$ cat src/rtl/core_cycle_timer.sv
// core_cycle_timer
//   Core-memory cycle timer for the PDP-6 memory module model. Edge-detects
//   the start and wr_go request levels, then sequences a read half-cycle and
//   a write/restore half-cycle, each a fixed number of clock ticks long.
//
// Ports
//   clk      system clock, rising edge
//   reset    asynchronous active-low reset
//   start    cycle request level (rising edge starts a cycle)
//   rmw      read-modify-write select, latched when a cycle starts
//   wr_go    resume level for an RMW pause (rising edge resumes)
//   busy     high whenever a cycle is in progress
//   rd_l     read-current level
//   strobe   sense-strobe pulse, one clock
//   rd_done  read-restart pulse on the last read tick
//   wr_l     write/inhibit level
//   cyc_done cycle-complete pulse on the last write tick
//   ovr      a start edge arrived while a cycle was in progress
//
// state | meaning
// ------+------------------------------------------------------------
// IDLE  | no cycle; waiting for a start edge
// RD    | read half-cycle, cnt counts ticks 1..RD_TICKS
// PAUSE | RMW hold after the read; cnt held at 0, waits for a wr_go edge
// WR    | write/restore half-cycle, cnt counts ticks 1..WR_TICKS

module core_cycle_timer #(
  parameter int RD_TICKS    = 102,
  parameter int WR_TICKS    = 102,
  parameter int STROBE_TICK = 60,
  parameter int CW          = 8
) (
  input  logic clk,
  input  logic reset,
  input  logic start,
  input  logic rmw,
  input  logic wr_go,
  output logic busy,
  output logic rd_l,
  output logic strobe,
  output logic rd_done,
  output logic wr_l,
  output logic cyc_done,
  output logic ovr
);

  localparam logic [1:0] IDLE  = 2'd0;
  localparam logic [1:0] RD    = 2'd1;
  localparam logic [1:0] PAUSE = 2'd2;
  localparam logic [1:0] WR    = 2'd3;

  localparam logic [CW-1:0] RD_LAST  = CW'(RD_TICKS);
  localparam logic [CW-1:0] WR_LAST  = CW'(WR_TICKS);
  localparam logic [CW-1:0] STB_TICK = CW'(STROBE_TICK);
  localparam logic [CW-1:0] ONE      = CW'(1);

  logic [1:0]    state, state_nxt;
  logic [CW-1:0] cnt, cnt_nxt;
  logic          rmw_q, rmw_nxt;
  logic [1:0]    start_hist, wr_go_hist;
  logic          start_edge, wr_go_edge;

  // History resets to 0, so a level already high at reset release
  // produces exactly one edge.
  always_ff @(posedge clk or negedge reset) begin
    if (!reset) begin
      start_hist <= 2'b00;
      wr_go_hist <= 2'b00;
    end else begin
      start_hist <= {start_hist[0], start};
      wr_go_hist <= {wr_go_hist[0], wr_go};
    end
  end

  assign start_edge = start_hist[0] & ~start_hist[1];
  assign wr_go_edge = wr_go_hist[0] & ~wr_go_hist[1];

  always_comb begin
    state_nxt = state;
    cnt_nxt   = cnt;
    rmw_nxt   = rmw_q;
    case (state)
      IDLE: begin
        if (start_edge) begin
          state_nxt = RD;
          cnt_nxt   = ONE;
          rmw_nxt   = rmw;
        end
      end
      RD: begin
        if (cnt == RD_LAST) begin
          if (rmw_q) begin
            state_nxt = PAUSE;
            cnt_nxt   = '0;
          end else begin
            state_nxt = WR;
            cnt_nxt   = ONE;
          end
        end else begin
          cnt_nxt = cnt + ONE;
        end
      end
      PAUSE: begin
        cnt_nxt = '0;
        if (wr_go_edge) begin
          state_nxt = WR;
          cnt_nxt   = ONE;
        end
      end
      default: begin
        if (cnt == WR_LAST) begin
          state_nxt = IDLE;
          cnt_nxt   = '0;
        end else begin
          cnt_nxt = cnt + ONE;
        end
      end
    endcase
  end

  always_ff @(posedge clk or negedge reset) begin
    if (!reset) begin
      state <= IDLE;
      cnt   <= '0;
      rmw_q <= 1'b0;
    end else begin
      state <= state_nxt;
      cnt   <= cnt_nxt;
      rmw_q <= rmw_nxt;
    end
  end

  assign busy     = (state != IDLE);
  assign rd_l     = (state == RD);
  assign wr_l     = (state == WR);
  assign strobe   = (state == RD) && (cnt == STB_TICK);
  assign rd_done  = (state == RD) && (cnt == RD_LAST);
  assign cyc_done = (state == WR) && (cnt == WR_LAST);
  // Built from the registered edge history, never from the raw input.
  assign ovr      = start_edge && (state != IDLE);

endmodule

$ cat config.mk
export PLATFORM = sky130hd
export DESIGN_NAME = core_cycle_timer
export DESIGN_NICKNAME = d
export VERILOG_FILES = /design/src/rtl/core_cycle_timer.sv
export SDC_FILE = /design/constraint.sdc
export NUM_CORES = 1
export LEC_CHECK = 0
export ABC_AREA = 1
export CORE_MARGIN = 2
export CORE_UTILIZATION = 50
export CTS_BUF_LIST = sky130_fd_sc_hd__clkbuf_8
export DETAILED_ROUTE_END_ITERATION = 8
export PLACE_DENSITY = 0.77
export SYNTH_ARGS = -nofsm -noshare
export SYNTH_HDL_FRONTEND = slang
export SYNTH_SLANG_ARGS = --single-unit
export TNS_END_PERCENT = 100
$ cat constraint.sdc
create_clock -name clk -period 2 [get_ports clk]
set_clock_uncertainty 0.2 [all_clocks]
set_input_delay 0.4 -clock clk [delete_from_list [all_inputs] [get_ports clk]]
set_output_delay 0.4 -clock clk [all_outputs]
set_load 0.02 [all_outputs]
Yosys cells after proc, flatten, opt, wreduce, memory -nomap -nowiden
Cells that the tools add are included.

Equal/unequal tests: 8. Reductions and logical operators: 9. $add $sub $neg: 1. Mux-type cells: 12. Bitwise gates (word level): 4.

Operator list (count): 2-to-1 mux 8 bit (3); one-hot mux 8 bit (3 select lines) (1); adder 8 x 1 -> 8 bit (second input constant) (1); equality test 8 x 6 -> 1 bit (second input constant) (1); equality test 8 x 7 -> 1 bit (second input constant) (1); 2-to-1 mux 2 bit (4); one-hot mux 2 bit (3 select lines) (1); equality test 2 bit (second input constant) (2); logical AND 1 bit (4); != test 2 bit (second input constant) (2); AND reduction 4 bit (1); 2-to-1 mux 1 bit (3); nonzero test 3 bit (1); bitwise AND 1 bit (2); equality test 2 x 1 -> 1 bit (second input constant) (1); zero test 2 bit (1); != test 2 x 1 -> 1 bit (second input constant) (1); inverter 1 bit (2); AND reduction 2 bit (1); nonzero test 2 bit (1).

Word-level logic and storage cells: 39. Flip-flop bits (word level): 15. Output and inout bits: 7.

Logic depth before layout (Yosys ltp)
Depth in word-level cells: 4. Depth in mapped cells: 9. Mapped depth without buffers: 9.

Worst setup path after synthesis
No wires, ideal clock.

Path type: register -> output. From: register state[1]. To: output port strobe. Cell stages (with the launch flop): 5. Required time: 1400 ps. Arrival: 1319 ps. Path buffers: 0. Slack: 81 ps. Path through: dfrtp_1 -> inv_1 -> ha_1 -> nand3_1 -> nor3_1.

Word-level cells in the longest chain between the ends: 2.

Ends and longest elaborated chain: start: declaration (RTL line 57) `logic [1:0] state, state_nxt;`; start signal: assignment (RTL line 127) `state <= state_nxt;`; equality test 2 x 1 -> 1 bit; via rd_l (RTL line 39) `output logic rd_l,`; logical AND 1 bit (RTL line 136) `assign strobe = (state == RD) && (cnt == STB_TICK);`; end: declaration (RTL line 40) `output logic strobe,`.

The timed path passes the listed nets, and every way through them passes these cells.

Worst setup path after layout
From: register cnt[0]. To: output port cyc_done.

Word-level cells in the longest chain between the ends: 2.

Ends and longest elaborated chain: start: declaration (RTL line 58) `logic [CW-1:0] cnt, cnt_nxt;`; start signal: assignment (RTL line 128) `cnt <= cnt_nxt;`; equality test 8 x 7 -> 1 bit (RTL line 138) `assign cyc_done = (state == WR) && (cnt == WR_LAST);`; logical AND 1 bit (RTL line 138); end: declaration (RTL line 43) `output logic cyc_done,`.

No other way between the ends.

==> reports/metrics.cfg <==
[cells_and_area]
design_area_sq_um=1224
fin_nets=154
n_antenna_cell=0
area.growth.synth_to_final_pct=39.71
drive_gt1_share_pct=33.33

[sta]
hold_violations=0
layout_min_cycle_time_ns=1.969
worst_pin_slew_ns=0.2397
setup_viol=0
slew_violations=0
max_freq_ghz=0.5079
post-route-period-util_pct=98.44
relSlewSlack_pct=83.88

[clocking]
cts_max_path_buffers=2
cts_sinks=15
hold_buffers=0
cts_tree=yes
cts_made_buffers=3
clock_latency_ns=0.25
path_clk_slew_ns=0.07
cts_htree_levels=1
cts_root_buf=clkbuf_8

[worst_setup_path]
r2r_cells=8
crit_required_ns=1.40
crit_fanout=3
cp-end-kind=primary output
worstPathArrival_ns=1.37
path_depth=7
crit_chain=inv_2, ha_4, nand2_2, nor2_4, nand2_4, nor2_4, buf_6
slowest_stage=dfrtp_1
crit_buf_inv=2
path_class=register to primary output
cpLargestDelayFamily=flip-flops
path_common_cell=nor2_4
cp-start-kind=register
max_stage_delay_ns=0.39

[logic_synthesis]
netlist_top_cells_count=24 x nand2_1, 16 x inv_1, 15 x dfrtp_1
synth_top_area_share_pct=42.86
synth_nets=119
yosys_most_used_dff=dfrtp_1
synth.area.top_cells=dfrtp_1 43%, nand2_1 10%, ha_1 10%
ys_ff_latch=15
synth_edf_count=0
async_flop_share_pct=100.0
ys_types=24
syn_inst=107
avgSynthCellArea_sq_um=8.185
yosys_warnings=0
seq_area_frac_synth_pct=42.86
yosysMostFrequentCell=nand2_1
syn-cell-area_sq_um=875.8
yosysTopAreaCell=dfrtp_1

[global_routing]
grt_pass1_vias=807
grt_max_degree=16
overflow=0
grtUsageMet3_pct=3.968
grtUsageMet1_pct=28.89
antenna_found_initial=0
use_met2_pct=36.67
grt_usage_pct=22.41
top_usage_layer=met2
grt_pass1_wl_microns=3353

[die]
io_pins=12
initial_utilization_pct=51.85
dieArea_sq_um=2103
core.rowCount=15
die-height_microns=45.86
die_w_microns=45.86
core-area_sq_um=1689

[place]
hpwl_microns=1518
placed_area_sq_um=1142
place.gp.congestion=0.8669
io_buffers=11

[outcome]
status=complete, no violations

[detailed_routing]
drt_wl_total_microns=2100
viasPerCell=5.215
drtPass1Iterations=4
via_count=824
drc_errors=0
wl_per_cell_microns=13.29
first_iter_violations=34
drtAntennaViolNets=0

[power_and_ir_drop]
power_density_nw_per_um2=1279
p_leak_nw=0.6074
ir_worst_vdd_uv=868.6
p_total_w=0.001565

[run]
drv_cap=0

[hold_path]
hold_path_depth=0
worstHoldPathType=register to register

final cells by class:
cell class	count	area [sq um]
Multi-Input combinational cell	74	466.7
Fill cell	124	465.4
Sequential cell	15	375.4
Timing Repair Buffer	31	247.7
Inverter	17	63.81
Clock buffer	3	41.29
Tap cell	17	21.27
Clock inverter	1	7.507
sequential cells by signal, summed over array words and instances (netlist names):
register / cells
state: 2
start_hist: 2
cnt: 8
rmw_q: 1
wr_go_hist: 2
report_power, final:
part	internal (W)	switching [W]
clock network	0.000140	0.000118
registers	0.000369	0.0000486
logic	0.000385	0.000504
total	0.000895	0.000670
routing by layer:
layer  wire length [microns]  up-vias
li1                        -      397
met1                     871      392
met5                       0        -
met3                     104        6
met4                      35        0
met2                    1088       29
per-stage QoR:
stage / TNS [ns] / std cells / worst slack [ns] / hold slack, ns / util, %
3_3_place_gp: -0.3955 / 153 / -0.1254 / 0.1634 / 67.63
6_report: 0 / 158 / 0.03117 / 0.1778 / 72.44
5_1_grt: -0.06026 / 158 / -0.03063 / 0.2063 / 72.44
2_1_floorplan: 0 / 107 / 0.08081 / -0.09559 / -
4_1_cts: -0.04153 / 157 / -0.02244 / 0.1813 / 70.67
3_5_place_dp: -0.6028 / 153 / -0.2105 / 0.1654 / 67.63
kinds of logic after synthesis:
family | count (synthesis) | share of synthesized area (%)
flip-flops | 15 | 42.86
XOR/XNOR | 2 | 2.000
AO/OA/AOI/OAI | 12 | 8.286
buffers and inverters | 18 | 8.143
AND/OR/NAND/NOR | 52 | 27.43
multiplexers | 1 | 1.286
adder cells (fa/ha/maj) | 7 | 10.00
placed cells by master, fill, tap and decap left out, types with 2 or more instances in the layout:
| cell | Yosys | final |
|---|---|---|
| nand2_1 | 24 | 23 |
| buf_4 | 1 | 20 |
| inv_1 | 16 | 15 |
| dfrtp_1 | 15 | 15 |
| nor2_1 | 13 | 11 |
| nand3_1 | 5 | 5 |
| ha_1 | 7 | 5 |
| clkdlybuf4s50_1 | 0 | 4 |
| nand2_2 | 2 | 3 |
| nor2_4 | 1 | 3 |
| a21oi_1 | 3 | 3 |
| o21ai_0 | 3 | 3 |
| clkbuf_8 | 0 | 3 |
| inv_2 | 1 | 2 |
| nor3_2 | 1 | 2 |
| o21ai_1 | 2 | 2 |
| nor3_1 | 3 | 2 |
| xor2_1 | 2 | 2 |
| buf_2 | 0 | 2 |
| buf_6 | 0 | 2 |
final timing paths:
| kind | to | slack [ns] | startpoint |
|---|---|---|---|
| hold / removal | start_hist[1] | 0.18 | start_hist[0] |
| hold reg to reg | start_hist[1] | 0.18 | start_hist[0] |
| setup reg to reg | cnt[5] | 0.19 | state[1] |
| setup / recovery | cyc_done | 0.03 | cnt[0] |
| min in group asynchronous | cnt[4] | 0.26 | reset |
| max in group asynchronous | cnt[0] | 1.15 | reset |
timing repair:
| item | CTS | global route |
|---|---|---|
| buffers inserted | 0 | 1 |
| setup endpoints to repair | 7 | 6 |
| pin swaps | 1 | 1 |
| resized for setup | 28 | 10 |
No activity file was read; power rests on OpenSTA's default activity.
